**src/rtl/pc_fetch_sequencer.sv**
```systemverilog
// Program counter owner and instruction-fetch sequencer (req/ack imem port, redirect flush, stall hold).
// Optional build macro PC_ALIGN_CHECK_EN: misaligned jump/branch targets trap to EXC_VECTOR.
module pc_fetch_sequencer #(
  parameter logic [31:0] RESET_VECTOR = 32'h0000_0000,
  parameter logic [31:0] EXC_VECTOR   = 32'h0000_0080
) (
  input  logic        clk,
  input  logic        reset_n,
  output logic        imem_req,
  output logic [31:0] imem_addr,
  input  logic        imem_ack,
  input  logic        stall,
  input  logic        branch_taken,
  input  logic [31:0] branch_target,
  input  logic        jump,
  input  logic [31:0] jump_target,
  input  logic        exception,
  output logic [31:0] pc,
  output logic        fetch_valid,
  output logic [31:0] fetch_pc,
  output logic [31:0] epc,
  output logic        misalign
);

  localparam logic [1:0] IDLE  = 2'd0;
  localparam logic [1:0] FETCH = 2'd1;
  localparam logic [1:0] HOLD  = 2'd2;
  localparam logic [1:0] FLUSH = 2'd3;

  logic [1:0]  state;
  logic [31:0] pending;
  logic        redirect;
  logic [31:0] raw_target;
  logic [31:0] target;
`ifdef PC_ALIGN_CHECK_EN
  logic        target_bad;
`endif

  // Redirect priority: exception, then jump, then branch; exception vectors are never checked.
  always_comb begin
    redirect   = exception | jump | branch_taken;
    raw_target = jump ? jump_target : branch_target;
`ifdef PC_ALIGN_CHECK_EN
    target_bad = 1'b0;
    if (exception) begin
      target = EXC_VECTOR;
    end else if (raw_target[1:0] != 2'b00) begin
      target     = EXC_VECTOR;
      target_bad = redirect;
    end else begin
      target = raw_target;
    end
`else
    if (exception) begin
      target = EXC_VECTOR;
    end else begin
      target = raw_target & 32'hFFFF_FFFC;
    end
`endif
  end

  assign imem_req  = (state == FETCH) || (state == FLUSH);
  assign imem_addr = pc;

  always_ff @(posedge clk or negedge reset_n) begin
    if (!reset_n) begin
      state       <= IDLE;
      pc          <= RESET_VECTOR;
      pending     <= 32'h0;
      fetch_valid <= 1'b0;
      fetch_pc    <= 32'h0;
      epc         <= 32'h0;
    end else begin
      case (state)
        IDLE: state <= FETCH;
        FETCH: begin
          if (redirect && imem_ack) begin
            fetch_valid <= 1'b0;
            pc          <= target;
          end else if (redirect) begin
            fetch_valid <= 1'b0;
            pending     <= target;
            state       <= FLUSH;
          end else if (imem_ack) begin
            fetch_valid <= 1'b1;
            fetch_pc    <= pc;
            pc          <= pc + 32'd4;
            if (stall) state <= HOLD;
          end else begin
            fetch_valid <= 1'b0;
          end
        end
        HOLD: begin
          if (redirect) begin
            fetch_valid <= 1'b0;
            pc          <= target;
            state       <= FETCH;
          end else if (!stall) begin
            fetch_valid <= 1'b0;
            state       <= FETCH;
          end
        end
        FLUSH: begin
          // The in-flight fetch must complete before the address may change; its data is dropped.
          fetch_valid <= 1'b0;
          if (imem_ack) begin
            pc    <= redirect ? target : pending;
            state <= FETCH;
          end else if (redirect) begin
            pending <= target;
          end
        end
        default: state <= IDLE;
      endcase
      if ((state != IDLE) && exception) epc <= pc;
`ifdef PC_ALIGN_CHECK_EN
      if ((state != IDLE) && target_bad) epc <= raw_target;
`endif
    end
  end

`ifdef PC_ALIGN_CHECK_EN
  always_ff @(posedge clk or negedge reset_n) begin
    if (!reset_n) misalign <= 1'b0;
    else          misalign <= (state != IDLE) && target_bad;
  end
`else
  assign misalign = 1'b0;
`endif

endmodule
```
**config.mk**
```make
export PLATFORM = sky130hd
export DESIGN_NAME = pc_fetch_sequencer
export DESIGN_NICKNAME = d
export VERILOG_FILES = /design/src/rtl/pc_fetch_sequencer.sv
export SDC_FILE = /design/constraint.sdc
export NUM_CORES = 1
export LEC_CHECK = 0
export ABC_CLOCK_PERIOD_IN_PS = 2920
export BUFFER_PORTS_ARGS = -buffer_cell sky130_fd_sc_hd__buf_2
export CORE_MARGIN = 8
export CORE_UTILIZATION = 50
export DETAILED_ROUTE_END_ITERATION = 12
export HOLD_SLACK_MARGIN = 0.05
export PLACE_DENSITY = 0.77
export SYNTH_ARGS = -nofsm -noshare
export SYNTH_HDL_FRONTEND = slang
export SYNTH_SLANG_ARGS = --single-unit
```
**constraint.sdc**
```tcl
create_clock -name clk -period 2.92 [get_ports clk]
set_input_delay 0.146 -clock clk [delete_from_list [all_inputs] [get_ports clk]]
set_output_delay 0.146 -clock clk [all_outputs]
set_load 0.02 [all_outputs]
```
==> tab_implementation.tex <==
\begin{tabular}{lr}
\hline
Metric & Value \\
\hline
\multicolumn{2}{l}{\textbf{STA}} \\
\quad Final slew viol count & 0 \\
\quad Actual slew at the worst max-slew pin & 950 ps \\
\quad Final setup violating endpoints & 0 \\
\quad Final hold vios & 0 \\
\quad Share of the clock period used by the worst path & 82.2\% \\
\quad Final critical path time including I/O delays and setup & 2400 ps \\
\quad Total negative setup slack & 0 ps \\
\quad Fin Clk Skew & 9.72 ps \\
\quad Relative slew slack & 36.3\% \\
\quad Setup repair after global routing missed its margin & no \\
\quad Achievable frequency & 0.417 GHz \\
\multicolumn{2}{l}{\textbf{Critical path}} \\
\quad Worst Path Class, Setup & flop to flop \\
\quad Biggest fanout along the worst timing path & 9 \\
\quad Critical path endpoint category & flop \\
\quad Critical path startpoint category & flop \\
\quad Arrival @ worst endpoint & 2690 ps \\
\quad Worst Path Required & 3210 ps \\
\multicolumn{2}{l}{\textbf{Routing}} \\
\quad Antenna Violating Nets Remaining & 0 \\
\quad Drt first-iter violations & 472 \\
\quad Total Routed Length & 19.8 mm \\
\quad Wirelength per Cell & 18.5 um \\
\quad Router iterations before antenna repair & 5 \\
\quad Drc violations & 0 \\
\quad Via count & 6229 \\
\quad Routed via count divided by cell count & 5.82 \\
\multicolumn{2}{l}{\textbf{Synthesis}} \\
\quad Synthesized cell area & 7130 sq um \\
\quad Async S/R FF share, synth & 100\% \\
\quad Area share of the largest cell type after synthesis & 46.0\% \\
\quad Top cell type by total area after synthesis & sky130\_fd\_sc\_hd\_\_dfrtp\_1 \\
\quad Largest cells by area after synthesis & sky130\_fd\_sc\_hd\_\_dfrtp\_1 (46\%), sky130\_fd\_sc\_hd\_\_mux2\_2 (7.7\%), sky130\_fd\_sc\_hd\_\_nand2\_1 (5.3\%), sky130\_fd\_sc\_hd\_\_mux2i\_1 (4.1\%), sky130\_fd\_sc\_hd\_\_buf\_4 (3.9\%) \\
\quad Post-Synthesis Mean Instance Area & 9.88 sq um \\
\quad Number of cells produced by synthesis & 721 \\
\quad Library cells used by synthesis & 68 \\
\quad Sequential cell area fraction in the yosys report & 46.0\% \\
\quad Net count of the mapped netlist & 793 \\
\quad Number of warnings issued by yosys & 0 \\
\quad Post-synthesis register bit count & 131 \\
\quad Number of enable flip-flop cells after synthesis & 0 \\
\quad Top FF cell, synth & sky130\_fd\_sc\_hd\_\_dfrtp\_1 \\
\multicolumn{2}{l}{\textbf{Placement}} \\
\quad Count of port buffers added during placement & 196 \\
\quad HPWL reported at the end of detailed placement & 14.2 mm \\
\quad Post-place instance area & 8080 sq um \\
\quad Global placer's final weighted congestion & 0.863 \\
\multicolumn{2}{l}{\textbf{Global routing}} \\
\quad Global Route Usage Sum & 21.6\% \\
\quad Global-route wire length before repair & 31.9 mm \\
\quad Pin count of the biggest net entering global routing & 101 \\
\quad Remaining global-route overflow & 0 \\
\quad Initial antenna violation count & 0 \\
\quad Vias in the first global route & 6107 \\
\multicolumn{2}{l}{\textbf{Floorplanning}} \\
\quad Starting Density & 51.3\% \\
\quad Floorplan die height & 135 um \\
\quad \# rows & 43 \\
\quad Top Ports & 202 \\
\quad Core Area & 13900 sq um \\
\quad Width of the die & 135 um \\
\quad Die ar. & 18300 sq um \\
\multicolumn{2}{l}{\textbf{Clocking}} \\
\quad Total clock sinks & 131 \\
\quad Clock slew seen by the registers of the worst setup and hold paths & 60 ps \\
\quad Clock buffers created by TritonCTS & 17 \\
\quad TritonCTS clock tree & yes \\
\quad Buffers inserted during post-CTS setup optimization & 0 \\
\quad Worst-case clock buffer depth & 2 \\
\quad Clock network latency to the later pin of the worst-skew pair & 410 ps \\
\quad Root buffer cell & sky130\_fd\_sc\_hd\_\_clkbuf\_16 \\
\quad Level count of the clock H-tree & 4 \\
\multicolumn{2}{l}{\textbf{Layout}} \\
\quad Share of final-layout standard cells stronger than drive strength 1 & 36.2\% \\
\quad Most common library cell in the layout ignoring fill and taps & sky130\_fd\_sc\_hd\_\_buf\_2 \\
\quad Top library cells by usage in the layout, fill and taps aside & sky130\_fd\_sc\_hd\_\_buf\_2 (195), sky130\_fd\_sc\_hd\_\_dfrtp\_1 (131), sky130\_fd\_sc\_hd\_\_nand2\_1 (101) \\
\quad Number of diodes added for antenna fixing & 0 \\
\quad Final instance area & 8730 sq um \\
\quad Layout overhead on the synthesized area & 22.5\% \\
\quad Post-layout nets & 949 \\
\multicolumn{2}{l}{\textbf{Worst hold path}} \\
\quad Hold WC Path Type & input pin to flop \\
\multicolumn{2}{l}{\textbf{Run}} \\
\quad \# Max-Cap Violations & 0 \\
\multicolumn{2}{l}{\textbf{Pwr}} \\
\quad Cell leakage power & 0.00418 uW \\
\quad Max VDD drop & 394 uV \\
\quad Pwr/cell area & 726 nW/um\^{}2 \\
\multicolumn{2}{l}{\textbf{Run status}} \\
\quad Run status & finished, final reports clean \\
\hline
\end{tabular}
logic make-up (layout without fill, tap and decap cells):
family / after synthesis / after routing / synth area share [%]
mux: 87 / 87 / 13.2
fa+ha+maj: 1 / 1 / 0.176
compound gates: 178 / 178 / 17.6
buf+inv: 93 / 262 / 7.27
other cells: 1 / 1 / 0.0526
simple gates: 224 / 224 / 14.9
flops: 131 / 131 / 46.0
xor+xnor: 6 / 6 / 0.737
critical path, stage by stage, from the launching register on:
cell and delay [ps]:
sky130_fd_sc_hd__dfrtp_1 540, sky130_fd_sc_hd__ha_1 290, sky130_fd_sc_hd__nand3_4 170, sky130_fd_sc_hd__or4_1 730, sky130_fd_sc_hd__o31a_1 360, sky130_fd_sc_hd__o21ai_1 110
sky130_fd_sc_hd__o21ai_1 70
cell type report:
class                           instances  area (sq um)
Tap cell                              180           225
Fill cell                            1126          5150
Multi-Input combinational cell        497          3350
Inverter                                8          30.0
Clock inverter                         13           181
Sequential cell                       131          3280
Clock buffer                           19           453
Timing Repair Buffer                  222          1210
cell usage after synthesis, drive strengths merged, types with 3 or more instances:
cell type,n
a211oi,7
a21oi,23
a22o,4
a22oi,7
a2bb2oi,10
a311oi,4
a31oi,5
a32o,3
and2,3
and3,4
buf,57
clkbuf,28
dfrtp,131
inv,8
mux2,58
mux2i,29
nand2,101
nand3,14
nand4,9
nor2,58
nor2b,4
nor3,12
nor4,5
o21a,6
o21ai,55
o221ai,6
o22a,6
o2bb2ai,6
o31a,7
o31ai,13
o41ai,4
or2,4
or4,3
xor2,4
worst paths after layout:
check	from	end	slack (ps)	depth (start not counted)
max	imem_addr[2]	imem_addr[28]	520	6
min	jump_target[7]	pending[7]	80	3
max reg2reg	imem_addr[2]	imem_addr[28]	520	6
min reg2reg	pending[23]	pending[23]	470	2
max in group asynchronous	reset_n	fetch_pc[1]	1900	3
min in group asynchronous	reset_n	fetch_pc[13]	180	2
per-stage QoR:
stage / hold slack [ps] / utilization [%] / instances / setup WS, ps / total power (uW)
6_report: 81.1 / 62.9 / 1070 / 521 / 6340
5_1_grt: 77.2 / 62.9 / 1070 / 361 / 6640
4_1_cts: 65.3 / 62.9 / 1070 / 524 / 6400
3_5_place_dp: 50.2 / 58.2 / 1036 / 560 / 4120
3_3_place_gp: 45.3 / 58.2 / 1036 / 595 / 4080
2_1_floorplan: -150 / - / 721 / 717 / 3540
flip-flops by register name, summed over array words and instances (netlist names):
signal       flops
state            2
fetch_pc        32
pending         32
epc             32
imem_addr       32
fetch_valid      1
report_power, final:
part / internal (uW) / switching (uW)
clock: 1470 / 780
sequential: 2140 / 298
combinational: 628 / 1020
metal layers:
metal  global-route usage (%)  vias to the layer above  share of wire [%]
li1                         -                     2893                  -
met1                     27.9                     3025                 43
met2                     35.0                      290                 47
met3                     5.27                       21                8.4
met4                     6.72                        0                1.1
met5                        0                        -                  0
timing repair:
action | in CTS | in global routing
endpoints found under the hold margin | 34 | 0
hold buffers | 2 | 0
resized for setup | 0 | 0
Power figures use the tool's default switching activity.
